$ cat src/rtl/keys_pkg.sv
// Shared constants and FSM encoding for the SPI key-readout frame controller.
//   NUM_KEYS_DEF  default number of keys (and 8-bit slots per frame)
//   IDX_W_DEF     key index width for the default key count
//   BITS_PER_KEY  bits shifted per key slot
//   BIT_W         width of the in-slot bit position
//   state_t       frame FSM states
package keys_pkg;

  localparam int NUM_KEYS_DEF = 89;
  localparam int IDX_W_DEF    = $clog2(NUM_KEYS_DEF);
  localparam int BITS_PER_KEY = 8;
  localparam int BIT_W        = $clog2(BITS_PER_KEY);

  typedef enum logic [1:0] {
    ST_IDLE    = 2'd0,
    ST_CAPTURE = 2'd1,
    ST_SHIFT   = 2'd2,
    ST_DONE    = 2'd3
  } state_t;

endpackage

$ cat src/rtl/keys_spi_sched_if.sv
// Signal bundle between the SPI pins / key matrix and the frame controller.
//   spi_cs_g_i, spi_clk_g_i  raw SPI chip select (active low) and clock
//   keys_i_g                 live key states
//   snap_keys_o..irq_o       snapshot, sequencing and status outputs
// Modports: slave = frame controller, master = the side driving the pins.
interface keys_spi_sched_if
  import keys_pkg::*;
#(
  parameter int NUM_KEYS = NUM_KEYS_DEF,
  parameter int IDX_W    = $clog2(NUM_KEYS)
);

  logic                spi_cs_g_i;
  logic                spi_clk_g_i;
  logic [NUM_KEYS-1:0] keys_i_g;
  logic [NUM_KEYS-1:0] snap_keys_o;
  logic                snap_valid_o;
  logic [IDX_W-1:0]    key_idx_o;
  logic [BIT_W-1:0]    bit_idx_o;
  logic                bit_strobe_o;
  logic                frame_done_o;
  logic                abort_o;
  logic                overrun_o;
  logic                irq_o;

  modport slave (
    input  spi_cs_g_i, spi_clk_g_i, keys_i_g,
    output snap_keys_o, snap_valid_o, key_idx_o, bit_idx_o,
           bit_strobe_o, frame_done_o, abort_o, overrun_o, irq_o
  );

  modport master (
    output spi_cs_g_i, spi_clk_g_i, keys_i_g,
    input  snap_keys_o, snap_valid_o, key_idx_o, bit_idx_o,
           bit_strobe_o, frame_done_o, abort_o, overrun_o, irq_o
  );

endinterface

$ cat src/rtl/keys_sync_edge.sv
// Multi-flop synchroniser for one asynchronous input, followed by a history
// flop for edge detection.
//   clk_g_i, rst_g_i  system clock, async active-high reset
//   d_i               raw asynchronous input
//   rise_o, fall_o    one-cycle pulses on a synchronised edge
// The chain resets to RST_VAL. Edges are suppressed until the raw value has
// had time to reach the history flop, so a pin sitting at the opposite level
// across reset release is never reported as an edge.
module keys_sync_edge #(
  parameter int SYNC_STAGES = 2,
  parameter bit RST_VAL     = 1'b0
) (
  input  logic clk_g_i,
  input  logic rst_g_i,
  input  logic d_i,
  output logic rise_o,
  output logic fall_o
);

  logic [SYNC_STAGES-1:0] sync_q;
  logic                   hist_q;
  logic [SYNC_STAGES:0]   prime_q;
  logic                   primed;
  logic                   lvl;

  always_ff @(posedge clk_g_i or posedge rst_g_i) begin
    if (rst_g_i) begin
      sync_q  <= {SYNC_STAGES{RST_VAL}};
      hist_q  <= RST_VAL;
      prime_q <= '0;
    end else begin
      sync_q  <= {sync_q[SYNC_STAGES-2:0], d_i};
      hist_q  <= sync_q[SYNC_STAGES-1];
      prime_q <= {prime_q[SYNC_STAGES-1:0], 1'b1};
    end
  end

  assign lvl    = sync_q[SYNC_STAGES-1];
  assign primed = prime_q[SYNC_STAGES];
  assign rise_o = primed &  lvl & ~hist_q;
  assign fall_o = primed & ~lvl &  hist_q;

endmodule

$ cat src/rtl/keys_spi_sched.sv
// Frame controller in front of the SPI key-readout datapath.
//   clk_g_i  system clock (rising edge)
//   rst_g_i  asynchronous active-high reset
//   bus      keys_spi_sched_if.slave: raw SPI cs/sclk and live keys in;
//            key snapshot, slot/bit sequencing, frame status and the
//            debounced key-change interrupt out.
// A synced cs fall captures the keys; each synced sclk rise then steps the
// bit/slot position until the last bit of the last slot. Every output is
// registered.
module keys_spi_sched
  import keys_pkg::*;
#(
  parameter int NUM_KEYS    = NUM_KEYS_DEF,
  parameter int SYNC_STAGES = 2,
  parameter int IRQ_HOLDOFF = 16,
  parameter int IDX_W       = $clog2(NUM_KEYS)
) (
  input  logic             clk_g_i,
  input  logic             rst_g_i,
  keys_spi_sched_if.slave  bus
);

  localparam int               HOLD_W   = $clog2(IRQ_HOLDOFF + 1);
  localparam logic [IDX_W-1:0] LAST_KEY = IDX_W'(NUM_KEYS - 1);
  localparam logic [BIT_W-1:0] TOP_BIT  = BIT_W'(BITS_PER_KEY - 1);
  localparam logic [HOLD_W-1:0] HOLD_MAX = HOLD_W'(IRQ_HOLDOFF);

  // Holdoff counter step: saturates at IRQ_HOLDOFF, clears when keys match.
  function automatic logic [HOLD_W-1:0] hold_next(input logic [HOLD_W-1:0] cnt,
                                                  input logic              diff);
    if (!diff)               return '0;
    else if (cnt == HOLD_MAX) return cnt;
    else                      return cnt + 1'b1;
  endfunction

  logic cs_rise, cs_fall, sclk_rise, sclk_fall_unused;

  keys_sync_edge #(.SYNC_STAGES(SYNC_STAGES), .RST_VAL(1'b1)) u_cs_sync (
    .clk_g_i (clk_g_i),
    .rst_g_i (rst_g_i),
    .d_i     (bus.spi_cs_g_i),
    .rise_o  (cs_rise),
    .fall_o  (cs_fall)
  );

  keys_sync_edge #(.SYNC_STAGES(SYNC_STAGES), .RST_VAL(1'b0)) u_sclk_sync (
    .clk_g_i (clk_g_i),
    .rst_g_i (rst_g_i),
    .d_i     (bus.spi_clk_g_i),
    .rise_o  (sclk_rise),
    .fall_o  (sclk_fall_unused)
  );

  state_t              state_q, state_d;
  logic [NUM_KEYS-1:0] snap_q, snap_d;
  logic                vld_q, vld_d;
  logic [IDX_W-1:0]    key_q, key_d;
  logic [BIT_W-1:0]    bit_q, bit_d;
  logic                strobe_q, strobe_d;
  logic                done_q, done_d;
  logic                abort_q, abort_d;
  logic                ovr_q, ovr_d;
  logic                irq_q, irq_d;
  logic [HOLD_W-1:0]   hold_q, hold_d;
  logic                diff;

  assign diff = (bus.keys_i_g != snap_q);

  always_ff @(posedge clk_g_i or posedge rst_g_i) begin
    if (rst_g_i) begin
      state_q  <= ST_IDLE;
      snap_q   <= '0;
      vld_q    <= 1'b0;
      key_q    <= '0;
      bit_q    <= TOP_BIT;
      strobe_q <= 1'b0;
      done_q   <= 1'b0;
      abort_q  <= 1'b0;
      ovr_q    <= 1'b0;
      irq_q    <= 1'b0;
      hold_q   <= '0;
    end else begin
      state_q  <= state_d;
      snap_q   <= snap_d;
      vld_q    <= vld_d;
      key_q    <= key_d;
      bit_q    <= bit_d;
      strobe_q <= strobe_d;
      done_q   <= done_d;
      abort_q  <= abort_d;
      ovr_q    <= ovr_d;
      irq_q    <= irq_d;
      hold_q   <= hold_d;
    end
  end

  always_comb begin
    state_d  = state_q;
    snap_d   = snap_q;
    vld_d    = vld_q;
    key_d    = key_q;
    bit_d    = bit_q;
    strobe_d = 1'b0;
    done_d   = 1'b0;
    abort_d  = 1'b0;
    ovr_d    = ovr_q;
    irq_d    = irq_q;
    hold_d   = '0;

    unique case (state_q)
      ST_IDLE: begin
        hold_d = hold_next(hold_q, diff);
        if (hold_d == HOLD_MAX) irq_d = 1'b1;
        if (cs_fall) state_d = ST_CAPTURE;
      end
      ST_CAPTURE: begin
        snap_d  = bus.keys_i_g;
        vld_d   = 1'b1;
        key_d   = '0;
        bit_d   = TOP_BIT;
        ovr_d   = 1'b0;
        irq_d   = 1'b0;
        state_d = ST_SHIFT;
      end
      ST_SHIFT: begin
        // cs rise takes priority over a coincident sclk rise.
        if (cs_rise) begin
          abort_d = 1'b1;
          vld_d   = 1'b0;
          state_d = ST_IDLE;
        end else if (sclk_rise) begin
          strobe_d = 1'b1;
          if (bit_q != '0) begin
            bit_d = bit_q - 1'b1;
          end else if (key_q == LAST_KEY) begin
            done_d  = 1'b1;
            state_d = ST_DONE;
          end else begin
            bit_d = TOP_BIT;
            key_d = key_q + 1'b1;
          end
        end
      end
      ST_DONE: begin
        vld_d  = 1'b0;
        hold_d = hold_next(hold_q, diff);
        if (hold_d == HOLD_MAX) irq_d = 1'b1;
        if (sclk_rise) ovr_d = 1'b1;
        if (cs_rise) state_d = ST_IDLE;
      end
      default: state_d = ST_IDLE;
    endcase
  end

  assign bus.snap_keys_o  = snap_q;
  assign bus.snap_valid_o = vld_q;
  assign bus.key_idx_o    = key_q;
  assign bus.bit_idx_o    = bit_q;
  assign bus.bit_strobe_o = strobe_q;
  assign bus.frame_done_o = done_q;
  assign bus.abort_o      = abort_q;
  assign bus.overrun_o    = ovr_q;
  assign bus.irq_o        = irq_q;

endmodule

$ cat src/flat_wrapper.sv
// flat-port wrapper written by rule: the top's interface ports become plain ports
module keys_spi_sched_flat import keys_pkg::*;
#(
  parameter int NUM_KEYS    = NUM_KEYS_DEF,
  parameter int SYNC_STAGES = 2,
  parameter int IRQ_HOLDOFF = 16,
  parameter int IDX_W       = $clog2(NUM_KEYS)
)
  (clk_g_i, rst_g_i, bus_spi_cs_g_i, bus_spi_clk_g_i, bus_keys_i_g, bus_snap_keys_o, bus_snap_valid_o, bus_key_idx_o, bus_bit_idx_o, bus_bit_strobe_o, bus_frame_done_o, bus_abort_o, bus_overrun_o, bus_irq_o);
  keys_spi_sched_if #(.NUM_KEYS(NUM_KEYS), .IDX_W(IDX_W)) bus_i ();
  input  logic clk_g_i;
  input  logic rst_g_i;
  input wire logic [$bits(bus_i.spi_cs_g_i)-1:0] bus_spi_cs_g_i;
  input wire logic [$bits(bus_i.spi_clk_g_i)-1:0] bus_spi_clk_g_i;
  input wire logic [$bits(bus_i.keys_i_g)-1:0] bus_keys_i_g;
  output wire logic [$bits(bus_i.snap_keys_o)-1:0] bus_snap_keys_o;
  output wire logic [$bits(bus_i.snap_valid_o)-1:0] bus_snap_valid_o;
  output wire logic [$bits(bus_i.key_idx_o)-1:0] bus_key_idx_o;
  output wire logic [$bits(bus_i.bit_idx_o)-1:0] bus_bit_idx_o;
  output wire logic [$bits(bus_i.bit_strobe_o)-1:0] bus_bit_strobe_o;
  output wire logic [$bits(bus_i.frame_done_o)-1:0] bus_frame_done_o;
  output wire logic [$bits(bus_i.abort_o)-1:0] bus_abort_o;
  output wire logic [$bits(bus_i.overrun_o)-1:0] bus_overrun_o;
  output wire logic [$bits(bus_i.irq_o)-1:0] bus_irq_o;
  assign bus_i.spi_cs_g_i = bus_spi_cs_g_i;
  assign bus_i.spi_clk_g_i = bus_spi_clk_g_i;
  assign bus_i.keys_i_g = bus_keys_i_g;
  assign bus_snap_keys_o = bus_i.snap_keys_o;
  assign bus_snap_valid_o = bus_i.snap_valid_o;
  assign bus_key_idx_o = bus_i.key_idx_o;
  assign bus_bit_idx_o = bus_i.bit_idx_o;
  assign bus_bit_strobe_o = bus_i.bit_strobe_o;
  assign bus_frame_done_o = bus_i.frame_done_o;
  assign bus_abort_o = bus_i.abort_o;
  assign bus_overrun_o = bus_i.overrun_o;
  assign bus_irq_o = bus_i.irq_o;
  keys_spi_sched #(.NUM_KEYS(NUM_KEYS), .SYNC_STAGES(SYNC_STAGES), .IRQ_HOLDOFF(IRQ_HOLDOFF), .IDX_W(IDX_W)) u_core (.clk_g_i(clk_g_i), .rst_g_i(rst_g_i), .bus(bus_i));
endmodule
$ cat config.mk
export PLATFORM = sky130hd
export DESIGN_NAME = keys_spi_sched_flat
export DESIGN_NICKNAME = d
export VERILOG_FILES = /design/src/rtl/keys_pkg.sv /design/src/rtl/keys_spi_sched_if.sv /design/src/rtl/keys_sync_edge.sv /design/src/rtl/keys_spi_sched.sv /design/src/flat_wrapper.sv
export SDC_FILE = /design/constraint.sdc
export NUM_CORES = 1
export LEC_CHECK = 0
export CELL_PAD_IN_SITES_DETAIL_PLACEMENT = 0
export CELL_PAD_IN_SITES_GLOBAL_PLACEMENT = 1
export CORE_ASPECT_RATIO = 0.5
export CORE_UTILIZATION = 28
export CTS_CLUSTER_DIAMETER = 80
export DETAILED_ROUTE_END_ITERATION = 8
export PLACE_DENSITY_LB_ADDON = 0.1
export SYNTH_ARGS = -nofsm -noshare
export SYNTH_HDL_FRONTEND = slang
export SYNTH_SLANG_ARGS = --single-unit
$ cat constraint.sdc
create_clock -name clk_g_i -period 10.8 [get_ports clk_g_i]
set_input_delay 1.62 -clock clk_g_i [delete_from_list [all_inputs] [get_ports clk_g_i]]
set_output_delay 1.62 -clock clk_g_i [all_outputs]
set_load 0.05 [all_outputs]
### Word level (Yosys, flattened, before mapping)

Cells that the tools add are included.

| operators by class | value |
|---|---|
| add/sub/neg operators | 3 |
| equality and inequality tests | 22 |
| muxes and demuxes | 39 |
| bitwise operators | 9 |
| reduce and logical (&&, ||, !) cells | 12 |

Operators by type and width:

| cell | count |
|---|---|
| $ne 89x89->1 | 1 |
| $mux 7 | 4 |
| $mux 5 | 4 |
| $eq 5x5->1 const B | 3 |
| $mux 1 | 14 |
| $ne 2x1->1 const B | 7 |
| $pmux 7 s2 | 1 |
| $mux 2 | 6 |
| $mux 3 | 4 |
| $pmux 5 s2 | 1 |
| $reduce_and 5->1 | 2 |
| $reduce_bool 3->1 | 3 |
| $pmux 2 s4 | 1 |
| $add 7x1->7 const B | 1 |
| $eq 7x7->1 const B | 1 |
| $and 1x1->1 | 6 |
| $ne 2x2->1 const B | 3 |
| $ne 3x1->1 const B | 2 |
| $ne 3x2->1 const B | 2 |
| $pmux 1 s3 | 2 |
| $pmux 3 s2 | 1 |
| $add 5x1->5 const B | 1 |
| $eq 2x2->1 const B | 2 |
| $reduce_and 2->1 | 2 |
| other kinds (8) | 11 |

| word-level totals | value |
|---|---|
| flip-flop bits (word level) | 124 |
| input bits | 93 |
| logic and storage cells | 102 |

### Logic depth before layout (Yosys ltp)

| depth | value |
|---|---|
| depth in word-level cells | 7 |
| mapped depth | 9 |
| mapped depth without buffers | 9 |

### Hierarchy

From an unflattened synthesis, not the netlist that was laid out.

| unflattened totals | value |
|---|---|
| cells, all modules | 462 |
| area total of the unflattened synthesis | 5910.7 um2 |

By module, submodules not included:

| module | times used | cells an instance | area each (um2) |
|---|---|---|---|
| keys_spi_sched | 1 | 442 | 5556.6 |
| keys_sync_edge (u_core.u_cs_sync) | 1 | 10 | 178.9 |
| keys_sync_edge (u_core.u_sclk_sync) | 1 | 10 | 175.2 |

### Least setup slack after synthesis

Ideal clock, no wire load.

| path | value |
|---|---|
| path kind | input -> register |
| start | in bus_keys_i_g[42] |
| end | reg u_core.hold_q[2] |
| setup time | 135 ps |
| arrival time | 2774 ps |
| data required time | 10665 ps |
| path slack | 7891 ps |
| stages | 6 |
| buffers on the path | 0 |
| cells stage by stage | xor2_1 -> a221o_1 -> nor4_1 -> nand4_1 -> o21bai_1 -> nor3_1 |

| on the way | value |
|---|---|
| word-level cells in the longest chain between the ends | 4 |
| elaborated cells on any way between the ends | 5 |
| those cells by class | eq/ne (1); mux (4) |

RTL lines:

| item | line | source |
|---|---|---|
| start, declared | flat_wrapper.sv:15 | `input wire logic [$bits(bus_i.keys_i_g)-1:0] bus_keys_i_g;` |
| $ne 89x89->1 * | keys_spi_sched.sv:67 | `assign diff = (bus.keys_i_g != snap_q);` |
| $mux 5 * | keys_spi_sched.sv:31 | `if (!diff) return '0;` |
| $mux 5 | keys_spi_sched.sv:110 | `unique case (state_q)` |
| $pmux 5 s2 * | keys_spi_sched.sv:110 |  |
| named net u_core.hold_d[2] | keys_spi_sched.sv:64 | `logic [HOLD_W-1:0] hold_q, hold_d;` |
| end signal, assigned | keys_spi_sched.sv:93 | `hold_q <= hold_d;` |
| end, declared | keys_spi_sched.sv:64 |  |

The timed path passes the listed nets; every way through them passes the cells marked *. The select of a mux whose other input is x is not followed.
A chain may end at the register's enable or synchronous reset.

### Worst setup path after layout

| path | value |
|---|---|
| start | in bus_keys_i_g[77] |
| end | reg u_core.hold_q[2] |

Same word-level chain as after synthesis.

==> summary.txt <==
Route
  – DR DRC count: 0
  – DR WL/cell: 16.2 microns
  – Vias: 4216
  – Total wire length: 15400 microns
  – Via-to-Cell Ratio: 4.43
  – Routed Antenna Nets: 0
  – Drt first pass iters: 4
  – Initial DRC Count: 128

Clock tree
  – Clk_lat worst skew: around 420 ps
  – Clock Tree Buf Depth: 2
  – Clock-pin slew on the worst setup and hold paths: 50 ps
  – Number of hold buffers added after CTS: 0
  – CTS root buffer: clkbuf_16
  – Post-CTS Resized: 0
  – Post-CTS Setup Inserts: 0
  – H-tree Lvls: 4
  – CTS tree: yes
  – Sink Count: around 120
  – Cts bufs inserted: 17

Synthesis
  – Post-synth top flop: dfrtp_1
  – Synthesized area: about 0.0058 sq mm
  – Top-area cell type share of the netlist area: 0.494
  – Area leader, netlist: dfrtp_1
  – Post-synth top cells: 115 x dfrtp_1, 86 x mux2_2, 85 x xnor2_1
  – Sequential-to-total area share from yosys stat: 0.521
  – Synth cell types: between 40 and 50
  – Yosys reg bits: roughly 120
  – Synth top area cells: dfrtp_1 49%, mux2_2 17%, xnor2_1 13%
  – Post-synth EDFFs: 0
  – YS warnings: 0
  – Post-synthesis cell count: ~470
  – Cell with the most instances after synthesis: dfrtp_1
  – Syn avg cell area: about 12 sq um
  – Syn_nets: 572
  – Asr flop ratio synth: 1.00

Die
  – Starting Density: 0.293
  – # rows: 36
  – Ports: between 150 and 200
  – Area of the die: about 0.021 sq mm
  – Chip width: just over 200 microns
  – Core ar.: around 0.020 sq mm
  – Die Ht: 104 microns

STA
  – Tcrit/Tclk final: 0.322
  – Fin Setup TNS: 0 ps
  – Final setup vio count: 0
  – Final worst slack: approximately 7300 ps
  – Hold WS: between 300 and 400 ps
  – Unrepaired setup endpoints after global routing: false
  – Worst slew pin tran: approximately 1000 ps
  – Max transition margin: 0.330
  – Max-slew violations: 0
  – Final hold viol count: 0
  – Fmax: between 200 and 300 MHz
  – Min Tclk post-route: 3470 ps
  – Setup Skew: around 13 ps

Worst setup path
  – Crit path max-delay cell type: nor4_1
  – Crit. Startpoint: bus_keys_i_g[77]
  – CP endpoint kind: register
  – Crit path largest cell delay: around 510 ps
  – CP Capture Point: u_core.hold_q[2]
  – WP buf/inv: 1
  – Worst r2r src: u_core.state_q[1]
  – Stages on worst setup path: 7
  – CP delay by family, top: simple AND/OR/NAND/NOR gates
  – R2R cell count: 4
  – Req. time, crit path: between 10000 and 15000 ps
  – Critical R2R Capture: u_core.bus.snap_keys_o[53]
  – Worst Path Arrival: about 3800 ps
  – Crit-path cells: clkdlybuf4s50_1 -> xnor2_1 -> nand4_1 -> nor4_1 -> nand3_1 -> o21bai_1 -> nor3_1
  – Setup crit start kind: primary input
  – Worst Path Class, Setup: primary input to register
  – Crit-path max FO: 5
  – Reg2Reg Setup Slack: between 8000 and 9000 ps

Placed design
  – DP Worst Slack: just under 7000 ps
  – RePlAce Congestion: 0.751
  – I/O Buffers: between 150 and 200
  – Dpl cell area: a little over 0.008 sq mm
  – DP HPWL: 11200 microns

Power
  – PwrDens: between 300 and 400 mW/mm^2
  – Max IR drop VDD: between 0.15 and 0.2 mV
  – Leakage: roughly 3.5 nW
  – Total power: approximately 3.2 mW

Global route
  – Pin count of the biggest net entering global routing: 74
  – Vias in the first global route: between 4000 and 5000
  – First-pass GRT wire length: roughly 25000 microns
  – Initial antenna violation count: 0
  – Grt total ovfl: 0
  – Tot GR Track Use: 0.152

Final layout
  – Antenna cells: 0
  – Post-Layout Inst Area: 0.00880 sq mm
  – Share of layout cells above drive strength 1: 0.192
  – Nets: 777
  – Layout area overhead: 50.9%

Min path
  – Min-Delay Path Class: register to register

Run status
  – Status: complete, no violations

Job
  – Max-cap viol count: 0
-- cell usage in the layout, fill, tap and decap left out, types with 7 or more instances in the layout --
| cell | synthesis | routed |
|---|---|---|
| nand2_1 | 12 | 12 |
| xnor2_1 | 85 | 85 |
| a21oi_1 | 7 | 7 |
| ha_1 | 11 | 10 |
| clkbuf_16 | 0 | 17 |
| xor2_1 | 8 | 8 |
| dfrtp_1 | 115 | 115 |
| mux2_2 | 86 | 86 |
| clkdlybuf4s50_1 | 0 | 197 |
| nand4_1 | 24 | 24 |
| nand3_1 | 7 | 7 |
| o21ai_0 | 13 | 13 |
| nor2_1 | 13 | 13 |
| inv_1 | 18 | 17 |
-- flip-flops by register name, indices dropped and copies added, names as in the netlist, 2 cells and up --
| name | cells |
|---|---|
| u_core.bus.snap_keys_o | 89 |
| u_core.hold_q | 5 |
| u_core.u_cs_sync.sync_q | 2 |
| u_core.bus.key_idx_o | 7 |
| u_core.bus.bit_idx_o | 3 |
| u_core.u_cs_sync.prime_q | 3 |
| u_core.state_q | 2 |
| u_core.u_sclk_sync.sync_q | 2 |
-- stage by stage --
step / std cells / utilization
2_1_floorplan: 468 / -
5_1_grt: 952 / 0.442
6_report: 952 / 0.442
3_5_place_dp: 920 / 0.407
4_1_cts: 952 / 0.442
3_3_place_gp: 920 / 0.407
-- area by class of cell --
cell class,count,area (sq um)
Timing Repair Buffer,199,1990
Clock inverter,11,216
Multi-Input combinational cell,316,2690
Clock buffer,21,470
Fill cell,1906,11100
Tap cell,266,333
Inverter,18,70.1
Sequential cell,121,3040
-- cell families (layout without fill, tap and decap cells) --
family / after synthesis / after routing / synth area share
AND/OR/NAND/NOR: 86 / 86 / 0.0828
buffers and inverters: 31 / 249 / 0.0210
adder cells (fa/ha/maj): 11 / 11 / 0.0236
XOR/XNOR: 93 / 93 / 0.140
AO/OA/AOI/OAI: 39 / 39 / 0.0455
other: 1 / 1 / 0.000643
flip-flops: 121 / 121 / 0.521
multiplexers: 86 / 86 / 0.166
-- worst register-to-register path, stage by stage (launching register included) --
cell	delay [ps]
dfrtp_1	420
inv_1	140
ha_4	350
buf_4	810
mux2_2	520
-- report_power, final --
| group | internal (mW) | switching, mW |
|---|---|---|
| sequential | 0.655 | 0.173 |
| combinational | 0.703 | 1.05 |
| clock | 0.451 | 0.216 |
| total | 1.81 | 1.44 |
-- worst min-delay path by stage --
stage	cells past startpoint	startpoint	end	slack, ps
finish	0	u_core.u_sclk_sync.sync_q[0]	u_core.u_sclk_sync.sync_q[1]	350
global route	0	u_core.u_sclk_sync.sync_q[0]	u_core.u_sclk_sync.sync_q[1]	360
CTS	0	u_core.u_sclk_sync.sync_q[0]	u_core.u_sclk_sync.sync_q[1]	350
detailed placement	0	u_core.u_sclk_sync.sync_q[0]	u_core.u_sclk_sync.sync_q[1]	340
global placement	0	u_core.u_cs_sync.prime_q[1]	u_core.u_cs_sync.prime_q[2]	330
floorplan	0	u_core.u_cs_sync.prime_q[0]	u_core.u_cs_sync.prime_q[1]	330
-- metal layers --
| metal | up-vias | GRT usage | routed length (microns) |
|---|---|---|---|
| met5 | - | 0 | 0 |
| met3 | 12 | 0.0539 | 871 |
| met1 | 2081 | 0.192 | 6870 |
| met2 | 73 | 0.243 | 7520 |
| li1 | 2050 | - | - |
| met4 | 0 | 0.0441 | 133 |
No activity file was read; power rests on OpenSTA's default activity.
